### config.mk
export PLATFORM = sky130hd
export DESIGN_NAME = rob_commit_ctrl
export DESIGN_NICKNAME = d
export VERILOG_FILES = /design/src/rtl/rob_commit_ctrl.sv
export SDC_FILE = /design/constraint.sdc
export NUM_CORES = 1
export LEC_CHECK = 0
export ABC_AREA = 1
export CORE_UTILIZATION = 29
export CTS_CLUSTER_SIZE = 28
export DETAILED_ROUTE_END_ITERATION = 6
export GPL_TIMING_DRIVEN = 0
export PLACE_DENSITY = 0.82
export SLEW_MARGIN = 40
export SYNTH_ARGS = -nofsm -noshare
export SYNTH_HDL_FRONTEND = slang
export SYNTH_SLANG_ARGS = --single-unit
### constraint.sdc
create_clock -name clk -period 1.57 [get_ports clk]
set_clock_uncertainty 0.05 [all_clocks]
set_input_delay 0.314 -clock clk [delete_from_list [all_inputs] [get_ports clk]]
set_output_delay 0.314 -clock clk [all_outputs]
set_load 0.005 [all_outputs]
### src/rtl/rob_commit_ctrl.sv
// -----------------------------------------------------------------------------
// rob_commit_ctrl
//
// Purpose:
//   In-order commit controller sitting at the head of a reorder buffer.
//   Retires completed ALU ops in the same cycle, with a combinational dequeue
//   and register write. Holds a store at the head until the data cache
//   acknowledges it. On a mispredicted branch it raises a one-cycle flush and
//   then drains for DRAIN_CYCLES cycles before committing again.
//
// Parameters:
//   DRAIN_CYCLES  1..15   idle cycles spent in DRAIN after a flush
//   TIMEOUT       1..255  STORE_WAIT cycles without ack before timeout_o sets
//
// Configuration macro:
//   COMMIT_PERF_CNT_EN    when defined, commit_cnt_o / flush_cnt_o count
//                         dequeues / flushes (wrapping); otherwise tied to 0.
//
// Ports:
//   clk, rst                 clock, synchronous active-high reset
//   head_valid, head_done    ROB head entry is valid / has completed
//   head_is_store            head entry is a store
//   head_mispredict          head entry is a mispredicted branch
//   head_regf_we             head entry writes a destination register
//   head_rd_addr/_data       destination register index / value
//   head_pc_new              redirect target of a mispredicted head
//   store_ack                data cache accepted the outstanding store
//   dequeue_o                pop the ROB head this cycle (combinational)
//   regf_we_o, regf_rd_*_o   architectural register write (combinational)
//   store_req_o              registered store commit request
//   flush_o, flush_pc_o      one-cycle pipeline flush and redirect PC
//   busy_o                   controller is not in COMMIT
//   timeout_o                sticky store acknowledge timeout
//   commit_cnt_o, flush_cnt_o performance counters
// -----------------------------------------------------------------------------
module rob_commit_ctrl #(
  parameter int unsigned DRAIN_CYCLES = 1,
  parameter int unsigned TIMEOUT      = 255
) (
  input  logic        clk,
  input  logic        rst,
  input  logic        head_valid,
  input  logic        head_done,
  input  logic        head_is_store,
  input  logic        head_mispredict,
  input  logic        head_regf_we,
  input  logic [4:0]  head_rd_addr,
  input  logic [31:0] head_rd_data,
  input  logic [31:0] head_pc_new,
  input  logic        store_ack,
  output logic        dequeue_o,
  output logic        regf_we_o,
  output logic [4:0]  regf_rd_addr_o,
  output logic [31:0] regf_rd_data_o,
  output logic        store_req_o,
  output logic        flush_o,
  output logic [31:0] flush_pc_o,
  output logic        busy_o,
  output logic        timeout_o,
  output logic [31:0] commit_cnt_o,
  output logic [31:0] flush_cnt_o
);

  typedef enum logic [1:0] {
    ST_COMMIT     = 2'd0,
    ST_STORE_WAIT = 2'd1,
    ST_DRAIN      = 2'd2
  } state_e;

  localparam logic [3:0] DRAIN_LOAD   = 4'(DRAIN_CYCLES);
  // Wait-counter value seen during the last permitted cycle without an ack.
  localparam logic [7:0] TIMEOUT_LAST = 8'(TIMEOUT - 1);

  state_e      state_r;
  logic        store_req_r;
  logic        timeout_r;
  logic [7:0]  wait_cnt_r;
  logic [3:0]  drain_cnt_r;

  logic        head_ready_s;
  logic        commit_s;
  logic        store_start_s;
  logic        store_done_s;
  logic        flush_s;
  logic        dequeue_s;
  logic        regf_we_s;
  logic [31:0] flush_pc_s;

  // Combinational commit decisions. Every strobe is qualified by !rst so
  // nothing leaks out while reset is held, even before state is defined.
  assign head_ready_s  = head_valid & head_done;
  assign commit_s      = ~rst & (state_r == ST_COMMIT) & head_ready_s & ~head_is_store;
  assign store_start_s = ~rst & (state_r == ST_COMMIT) & head_ready_s & head_is_store;
  // An ack only retires the store if the head is still present; a stray ack
  // with an empty head is ignored and the request stays up.
  assign store_done_s  = ~rst & (state_r == ST_STORE_WAIT) & store_ack & head_valid;
  assign flush_s       = commit_s & head_mispredict;
  assign dequeue_s     = commit_s | store_done_s;
  // x0 is hardwired to zero, so never write it.
  assign regf_we_s     = commit_s & head_regf_we & (head_rd_addr != 5'd0);
  assign flush_pc_s    = flush_s ? head_pc_new : 32'h0000_0000;

  // Commit FSM with its registered store request, timeout flag and counters.
  always_ff @(posedge clk) begin
    if (rst) begin
      state_r     <= ST_COMMIT;
      store_req_r <= 1'b0;
      timeout_r   <= 1'b0;
      wait_cnt_r  <= 8'd0;
      drain_cnt_r <= 4'd0;
    end else begin
      case (state_r)
        ST_COMMIT: begin
          if (store_start_s) begin
            state_r     <= ST_STORE_WAIT;
            store_req_r <= 1'b1;
            wait_cnt_r  <= 8'd0;
          end else if (flush_s) begin
            state_r     <= ST_DRAIN;
            drain_cnt_r <= DRAIN_LOAD;
          end else begin
            state_r     <= ST_COMMIT;
          end
        end
        ST_STORE_WAIT: begin
          if (store_done_s) begin
            state_r     <= ST_COMMIT;
            store_req_r <= 1'b0;
            wait_cnt_r  <= 8'd0;
          end else begin
            // Saturate so a very long stall cannot wrap back below TIMEOUT.
            if (wait_cnt_r != 8'hFF) begin
              wait_cnt_r <= wait_cnt_r + 8'd1;
            end else begin
              wait_cnt_r <= wait_cnt_r;
            end
            if (wait_cnt_r >= TIMEOUT_LAST) begin
              timeout_r <= 1'b1;
            end else begin
              timeout_r <= timeout_r;
            end
          end
        end
        ST_DRAIN: begin
          // Counter value 1 is the final drain cycle; it reaches 0 on exit.
          if (drain_cnt_r <= 4'd1) begin
            state_r     <= ST_COMMIT;
            drain_cnt_r <= 4'd0;
          end else begin
            drain_cnt_r <= drain_cnt_r - 4'd1;
          end
        end
        default: begin
          state_r     <= ST_COMMIT;
          store_req_r <= 1'b0;
          wait_cnt_r  <= 8'd0;
          drain_cnt_r <= 4'd0;
        end
      endcase
    end
  end

`ifdef COMMIT_PERF_CNT_EN
  logic [31:0] commit_cnt_r;
  logic [31:0] flush_cnt_r;

  // Free-running, wrapping event counters for dequeues and flushes.
  always_ff @(posedge clk) begin
    if (rst) begin
      commit_cnt_r <= 32'd0;
      flush_cnt_r  <= 32'd0;
    end else begin
      if (dequeue_s) begin
        commit_cnt_r <= commit_cnt_r + 32'd1;
      end else begin
        commit_cnt_r <= commit_cnt_r;
      end
      if (flush_s) begin
        flush_cnt_r <= flush_cnt_r + 32'd1;
      end else begin
        flush_cnt_r <= flush_cnt_r;
      end
    end
  end

  assign commit_cnt_o = commit_cnt_r;
  assign flush_cnt_o  = flush_cnt_r;
`else
  assign commit_cnt_o = 32'd0;
  assign flush_cnt_o  = 32'd0;
`endif

  assign dequeue_o      = dequeue_s;
  assign regf_we_o      = regf_we_s;
  assign regf_rd_addr_o = head_rd_addr;
  assign regf_rd_data_o = head_rd_data;
  assign store_req_o    = store_req_r;
  assign flush_o        = flush_s;
  assign flush_pc_o     = flush_pc_s;
  assign busy_o         = (state_r != ST_COMMIT);
  assign timeout_o      = timeout_r;

endmodule

==> summary.md, run 1 <==
| Metric | Value |
|---|---|
| Worst setup EP type | `output port` |
| Final HPWL DP | `5.82 mm` |
| Unrepaired setup endpoints after global routing | `yes` |
| GRT Util Overall | `17.5%` |
| Worst Max-Slew Pin Slew | `0.505 ns` |
| Number of I/O pins | `216` |
| Final nets | `614` |
| Max Cap Viol | `0` |
| R2R depth | `9` |
| Core Box Area | `6760 um^2` |
| Routed Antenna Nets | `0` |
| DP Worst Slack | `-1.06 ns` |
| Ys Warns | `0` |
| Avg Synthesized Cell Area | `6.31 um^2` |
| Vias | `2,402` |
| Cell taking the most area after synthesis | `buf_4` |
| Top cells by area, synth | `buf_4 37%, dfxtp_1 16%, inv_1 10%, nor2_1 9.6%, nand2_1 5.7%` |
| Synth cell types | `28` |
| Setup crit start kind | `flip-flop` |
| Cells on Worst Hold Path | `2` |
| Global route overflow | `0` |
| Status | `complete, but fails checks` |
| Clock Path Buffers | `2` |
| PwrDens | `370 nW/um^2` |
| PortBufs | `119` |
| Period utilization | `115%` |
| Post-route cell area | `3860 um^2` |
| Met2 Resource Use GR | `34.9%` |
| Max FO, Critical Path | `3` |
| Setup violators final | `35` |
| Setup CP Type | `reg -> out` |
| Hold Path Class | `reg -> reg` |
| Drt first pass iters | `4` |
| Clock latency at the later pin of the worst-skew pair | `0.25 ns` |
| Share of layout cells above drive strength 1 | `41.4%` |
| Period minus WS final | `1.80 ns` |
| CTS H-tree lvls | `1` |
| Fin worst setup slack | `-0.228 ns` |
| Area after DPL | `3550 um^2` |
| Vias in the first global route | `2,037` |
| Die footprint | `7320 um^2` |
| Routed len/inst | `12.2 um` |
| Largest net degree at the start of global routing | `11` |
| Clock transition at path regs | `0.07 ns` |
| Initial detailed-routing violation count | `44` |
| Final Max Tran Viols | `0` |
| Lkg Pwr | `2.17 nW` |
| CTS buffer count | `3` |
| CP startpoint | `state_r[1]` |
| Area growth syn-to-layout | `90.7%` |
| CTS tree | `yes` |
| Met3 global-route usage | `3.37%` |
| Max VDD drop | `0.000261 V` |
| Slew HR | `66.3%` |
| Initial cell density of the core | `30.0%` |
| Cell count after synthesis | `321` |
| Yosys top cell area share | `37.4%` |
| DR vias/cell | `3.92` |
| DRC viols | `0` |
| Fmax | `556 MHz` |
| Global-route wire length before repair | `10.0 mm` |
| Met1 Usage GRT | `19.9%` |
| Initial antenna violation count | `0` |
| Rows | `30` |
| Global routing's busiest layer | `met2` |
| HP Start | `timeout_o` |
| Die extent in y | `85.6 um` |
| Yosys reg bits | `16` |
| Sequential fraction of the synthesis area | `15.8%` |
| Routed wire length | `7.49 mm` |
| Required @ worst endpoint | `1.21 ns` |
| Number of diodes | `0` |
| Worst reg2reg path startpoint | `state_r[1]` |
| Clock Tree Root | `clkbuf_8` |
| Gpl congestion | `0.861` |
| Die X | `85.6 um` |
| Cts hold-fix bufs | `0` |
| Mapped cell area | `2030 um^2` |
| WP data arrival | `1.43 ns` |
| Failing checks | `setup timing` |
| Hold Fails Final Rpt | `0` |
| CTS Sinks | `16` |
==> worst paths after layout <==
kind,to,slack (ns)
max,regf_we_o,-0.23
min,timeout_o,0.41
max reg2reg,wait_cnt_r[5],0.04
min reg2reg,timeout_o,0.41
==> stage by stage <==
stage	util [%]	setup TNS [ns]	hold slack, ns	std cells	power, mW
floorplan	-	0	0.397	384	0.737
global placement	52.6	-36.52	0.395	583	0.992
detailed placement	52.6	-39.10	0.402	583	1.00
CTS	53.9	-6.70	0.410	605	1.38
global route	57.2	-9.55	0.425	612	1.50
finish	57.2	-6.92	0.405	612	1.43
==> logic make-up after synthesis <==
group                      after synthesis  share of synthesized area, %
AOI/OAI and AO/OA                       18                          4.94
and+or+nand+nor                        119                          26.3
buffers and inverters                  162                          49.9
DFF                                     16                          15.8
other                                    1                         0.185
xor gates and xnor gates                 1                         0.432
adders and majority gates                4                          2.47
==> routing by layer <==
layer	share of wire [%]	wire, um
met5	0	0
met2	57	4250
met4	0.31	23
met3	6.1	459
met1	37	2760
==> power breakdown <==
| group | internal (mW) | total, mW | switching [mW] |
|---|---|---|---|
| Combinational | 0.397 | 0.631 | 0.235 |
| Sequential | 0.414 | 0.423 | 0.00904 |
| Clock | 0.223 | 0.376 | 0.154 |
==> layout by cell type, fill, tap and decap left out, types with 2 or more instances in the layout <==
master	netlist	final
nand3_1	15	13
dfxtp_1	16	12
nor2_4	0	20
or2_2	2	2
clkbuf_8	0	4
nand4_1	6	6
nand3_2	1	3
dlygate4sd2_1	0	8
a21oi_1	13	13
nand2_4	2	3
buf_2	0	34
dfxtp_2	0	3
buf_4	101	120
buf_6	3	10
ha_1	4	3
inv_1	55	54
conb_1	1	64
nor2_1	52	26
nand2_8	0	2
clkdlybuf4s50_1	0	73
nand2_1	31	31
nor2_2	3	9
==> flip-flops by register name (all words and copies together), names as in the netlist <==
name	cells
wait_cnt_r	8
drain_cnt_r	4
timeout_o	1
store_req_o	1
state_r	2
==> timing repair <==
item | in CTS | in global routing
endpoints found under the setup margin | 50 | 46
resized for setup | 187 | 45
buffers inserted | 14 | 12
pin swaps | 12 | 10
cloned | 4 | 0
==> cell usage after synthesis <==
library cell	count
nand2_1	31
clkbuf_1	1
nand4_1	6
o21ai_0	2
nor3_1	1
nor2_2	3
or2_1	1
inv_2	1
o31ai_1	1
nor2_1	52
nand2_2	3
conb_1	1
buf_4	101
a21oi_1	13
nand2_4	2
clkinv_2	1
nand3b_1	1
buf_6	3
or2_2	2
nand3_2	1
o211a_1	1
xor2_1	1
dfxtp_1	16
or2_0	1
nand3_1	15
ha_1	4
o21bai_1	1
inv_1	55
==> critical path, cell delays in order, from the launching register on <==
cell	delay [ns]
dfxtp_4	0.35
nor2_4	0.11
nand3_2	0.10
nor2_4	0.15
buf_4	0.13
buf_6	0.08
nand2_1	0.04
a21oi_1	0.10
buf_2	0.13
==> layout make-up <==
| type | instances | area, um^2 |
|---|---|---|
| repair buffers | 143 | 1210 |
| fillers | 618 | 2890 |
| plain buffers | 105 | 796 |
| clock buffers | 4 | 55.1 |
| well taps | 80 | 100 |
| inverters | 57 | 220 |
| multi-input cells | 207 | 1160 |
| flip-flops and latches | 16 | 328 |
No activity file was read; power rests on OpenSTA's default activity.
==> run 2: changes to the inputs <==
--- a/config.mk
+++ b/config.mk
@@ -6,11 +6,14 @@
 export NUM_CORES = 1
 export LEC_CHECK = 0
 export ABC_AREA = 1
-export CORE_UTILIZATION = 29
+export CELL_PAD_IN_SITES_DETAIL_PLACEMENT = 1
+export CELL_PAD_IN_SITES_GLOBAL_PLACEMENT = 2
+export CORE_ASPECT_RATIO = 1.75
+export CORE_UTILIZATION = 12
 export CTS_CLUSTER_SIZE = 28
 export DETAILED_ROUTE_END_ITERATION = 6
 export GPL_TIMING_DRIVEN = 0
-export PLACE_DENSITY = 0.82
+export PLACE_DENSITY = 0.8
 export SLEW_MARGIN = 40
 export SYNTH_ARGS = -nofsm -noshare
 export SYNTH_HDL_FRONTEND = slang
==> summary.md, run 2 (synthesis results as in run 1) <==
| Metric | Value |
|---|---|
| Final nets | `612 (was 614)` |
| Fin worst setup slack | `-0.332 ns (was -0.228 ns)` |
| R2R Setup Slk | `0.05 ns (was 0.04 ns)` |
| Global routing's busiest layer | `met2 (unchanged)` |
| Final HPWL DP | `7.14 mm (was 5.82 mm)` |
| Clock Tree Root | `clkbuf_16 (was clkbuf_8)` |
| Met1 Usage GRT | `6.77% (was 19.9%)` |
| Area after DPL | `3730 um^2 (was 3550 um^2)` |
| Reg2Reg Capture Point | `wait_cnt_r[7] (was wait_cnt_r[5])` |
| Max FO, Critical Path | `7 (was 3)` |
| Area growth syn-to-layout | `101% (was 90.7%)` |
| Total power | `1.55 mW (was 1.43 mW)` |
| Met2 Resource Use GR | `19.8% (was 34.9%)` |
| Hold Fails Final Rpt | `0 (unchanged)` |
| Clock transition at path regs | `0.05 ns (was 0.07 ns)` |
| Most common cell after layout, fill and taps aside | `buf_4 (unchanged)` |
| GRT Util Overall | `8.93% (was 17.5%)` |
| Cts hold-fix bufs | `0 (unchanged)` |
| Number of I/O pins | `216 (unchanged)` |
| Die extent in y | `174 um (was 85.6 um)` |
| Setup CP Type | `reg -> out (unchanged)` |
| DR vias/cell | `3.31 (was 3.92)` |
| Number of diodes | `0 (unchanged)` |
| Worst Hold Endpoint | `drain_cnt_r[3] (was timeout_o)` |
| Share of layout cells above drive strength 1 | `40.1% (was 41.4%)` |
| R2R depth | `8 (was 9)` |
| Post-route cell area | `4060 um^2 (was 3860 um^2)` |
| Clock latency at the later pin of the worst-skew pair | `0.25 ns (about the same)` |
| DRC viols | `0 (unchanged)` |
| PwrDens | `381 nW/um^2 (was 370 nW/um^2)` |
| Gpl congestion | `0.683 (was 0.861)` |
| Max reg flops | `8 (unchanged)` |
| HP Start | `rst (was timeout_o)` |
| Initial cell density of the core | `12.3% (was 30.0%)` |
| Regs by FF count | `wait_cnt_r x8, drain_cnt_r x4, state_r x2 (unchanged)` |
| Worst setup EP type | `output port (unchanged)` |
| Period minus WS final | `1.90 ns (was 1.80 ns)` |
| Fmax | `526 MHz (was 556 MHz)` |
| Routed Antenna Nets | `0 (unchanged)` |
| Core Box Area | `16,400 um^2 (was 6760 um^2)` |
| CTS Sinks | `16 (unchanged)` |
| Drt first pass iters | `3 (was 4)` |
| PortBufs | `119 (unchanged)` |
| Period utilization | `121% (was 115%)` |
| Hold Path Class | `in -> reg (was reg -> reg)` |
| Initial antenna violation count | `0 (unchanged)` |
| Routed len/inst | `11.4 um (was 12.2 um)` |
| WP data arrival | `1.54 ns (was 1.43 ns)` |
| Worst reg2reg path startpoint | `state_r[0] (was state_r[1])` |
| Status | `complete, but fails checks (unchanged)` |
| Met3 global-route usage | `2.30% (was 3.37%)` |
| Required @ worst endpoint | `1.21 ns (about the same)` |
| Most flop-heavy register | `wait_cnt_r (unchanged)` |
| Clock Path Buffers | `2 (unchanged)` |
| Rows | `62 (was 30)` |
| CTS buffer count | `3 (unchanged)` |
| Slew HR | `63.3% (was 66.3%)` |
| Failing checks | `setup timing (unchanged)` |
| Largest net degree at the start of global routing | `12 (was 11)` |
| Vias in the first global route | `2,476 (was 2,037)` |
| Commonest cells after routing, fill and taps aside | `118 x buf_4, 72 x clkdlybuf4s50_1, 64 x conb_1, 54 x inv_1, 31 x nand2_1 (was 120 x buf_4, 73 x clkdlybuf4s50_1, 64 x conb_1, 54 x inv_1, 34 x buf_2)` |
| Max Cap Viol | `0 (unchanged)` |
| Routed wire length | `8.62 mm (was 7.49 mm)` |
| Cells on Worst Hold Path | `4 (was 2)` |
| Die X | `100 um (was 85.6 um)` |
| CTS tree | `yes (unchanged)` |
| Setup violators final | `35 (unchanged)` |
| CTS H-tree lvls | `1 (unchanged)` |
| Worst Max-Slew Pin Slew | `0.550 ns (was 0.505 ns)` |
| Initial detailed-routing violation count | `15 (was 44)` |
| Final Max Tran Viols | `0 (unchanged)` |
| Unrepaired setup endpoints after global routing | `yes (unchanged)` |
| Global route overflow | `0 (unchanged)` |
| Lkg Pwr | `2.18 nW (was 2.17 nW)` |
| Setup crit start kind | `flip-flop (unchanged)` |
| Global-route wire length before repair | `12.1 mm (was 10.0 mm)` |
| Die footprint | `17,400 um^2 (was 7320 um^2)` |
| Max VDD drop | `0.000309 V (was 0.000261 V)` |
| Vias | `2,493 (was 2,402)` |
## run 2: how the worst max path moves through the flow
stage / startpoint / to / slack [ns] / depth (start not counted)
6_report: state_r[0] / flush_pc_o[15] / -0.33 / 8
5_1_grt: state_r[0] / flush_pc_o[28] / -0.40 / 7
4_1_cts: state_r[0] / flush_pc_o[15] / -0.37 / 8
3_5_place_dp: head_valid / flush_pc_o[15] / -1.60 / 9
3_3_place_gp: head_valid / flush_pc_o[15] / -1.56 / 9
2_1_floorplan: state_r[1] / flush_pc_o[10] / 0.11 / 6
## run 2: critical path, stage by stage, from the launching register on
cell and delay (ns):
dfxtp_2 0.33, nor2_4 0.12, nand3_2 0.09, nor2_4 0.16
nand2_8 0.10, buf_8 0.15, buf_6 0.11, nor2_4 0.09
buf_2 0.12
## run 2: layer usage
layer / wire length (um) / vias up
li1: - / 1208
met1: 2410 / 1116
met2: 5050 / 160
met3: 1020 / 9
met4: 137 / 0
met5: 0 / -
## run 2: power by group
part | internal (mW) | switching (mW)
clock network | 0.335 | 0.168
registers | 0.415 | 0.00928
logic | 0.394 | 0.228
total | 1.14 | 0.406
## run 2: per-stage QoR
stage / TNS [ns] / utilization (%) / hold WS [ns] / std cells / worst slack, ns
after floorplan: 0 / - / 0.397 / 384 / 0.111
after global placement: -52.51 / 22.7 / 0.401 / 727 / -1.56
after detailed placement: -54.65 / 22.7 / 0.405 / 727 / -1.60
after CTS: -9.82 / 23.9 / 0.412 / 744 / -0.370
after global routing: -11.59 / 24.7 / 0.415 / 753 / -0.399
final: -9.22 / 24.7 / 0.393 / 753 / -0.332
## run 2: cell type report
cell class / instances / area, um^2
Buffer: 104 / 788
Sequential cell: 16 / 327
Timing Repair Buffer: 143 / 1290
Tap cell: 224 / 280
Clock buffer: 3 / 75.1
Multi-Input combinational cell: 206 / 1080
Inverter: 57 / 223
Fill cell: 2086 / 12400
## run 2: timing repair
item                                    4_1_cts  5_1_grt
gates resized for setup                     165       44
pin swaps                                     9        7
buffers inserted                             15        9
endpoints found under the setup margin       54       45
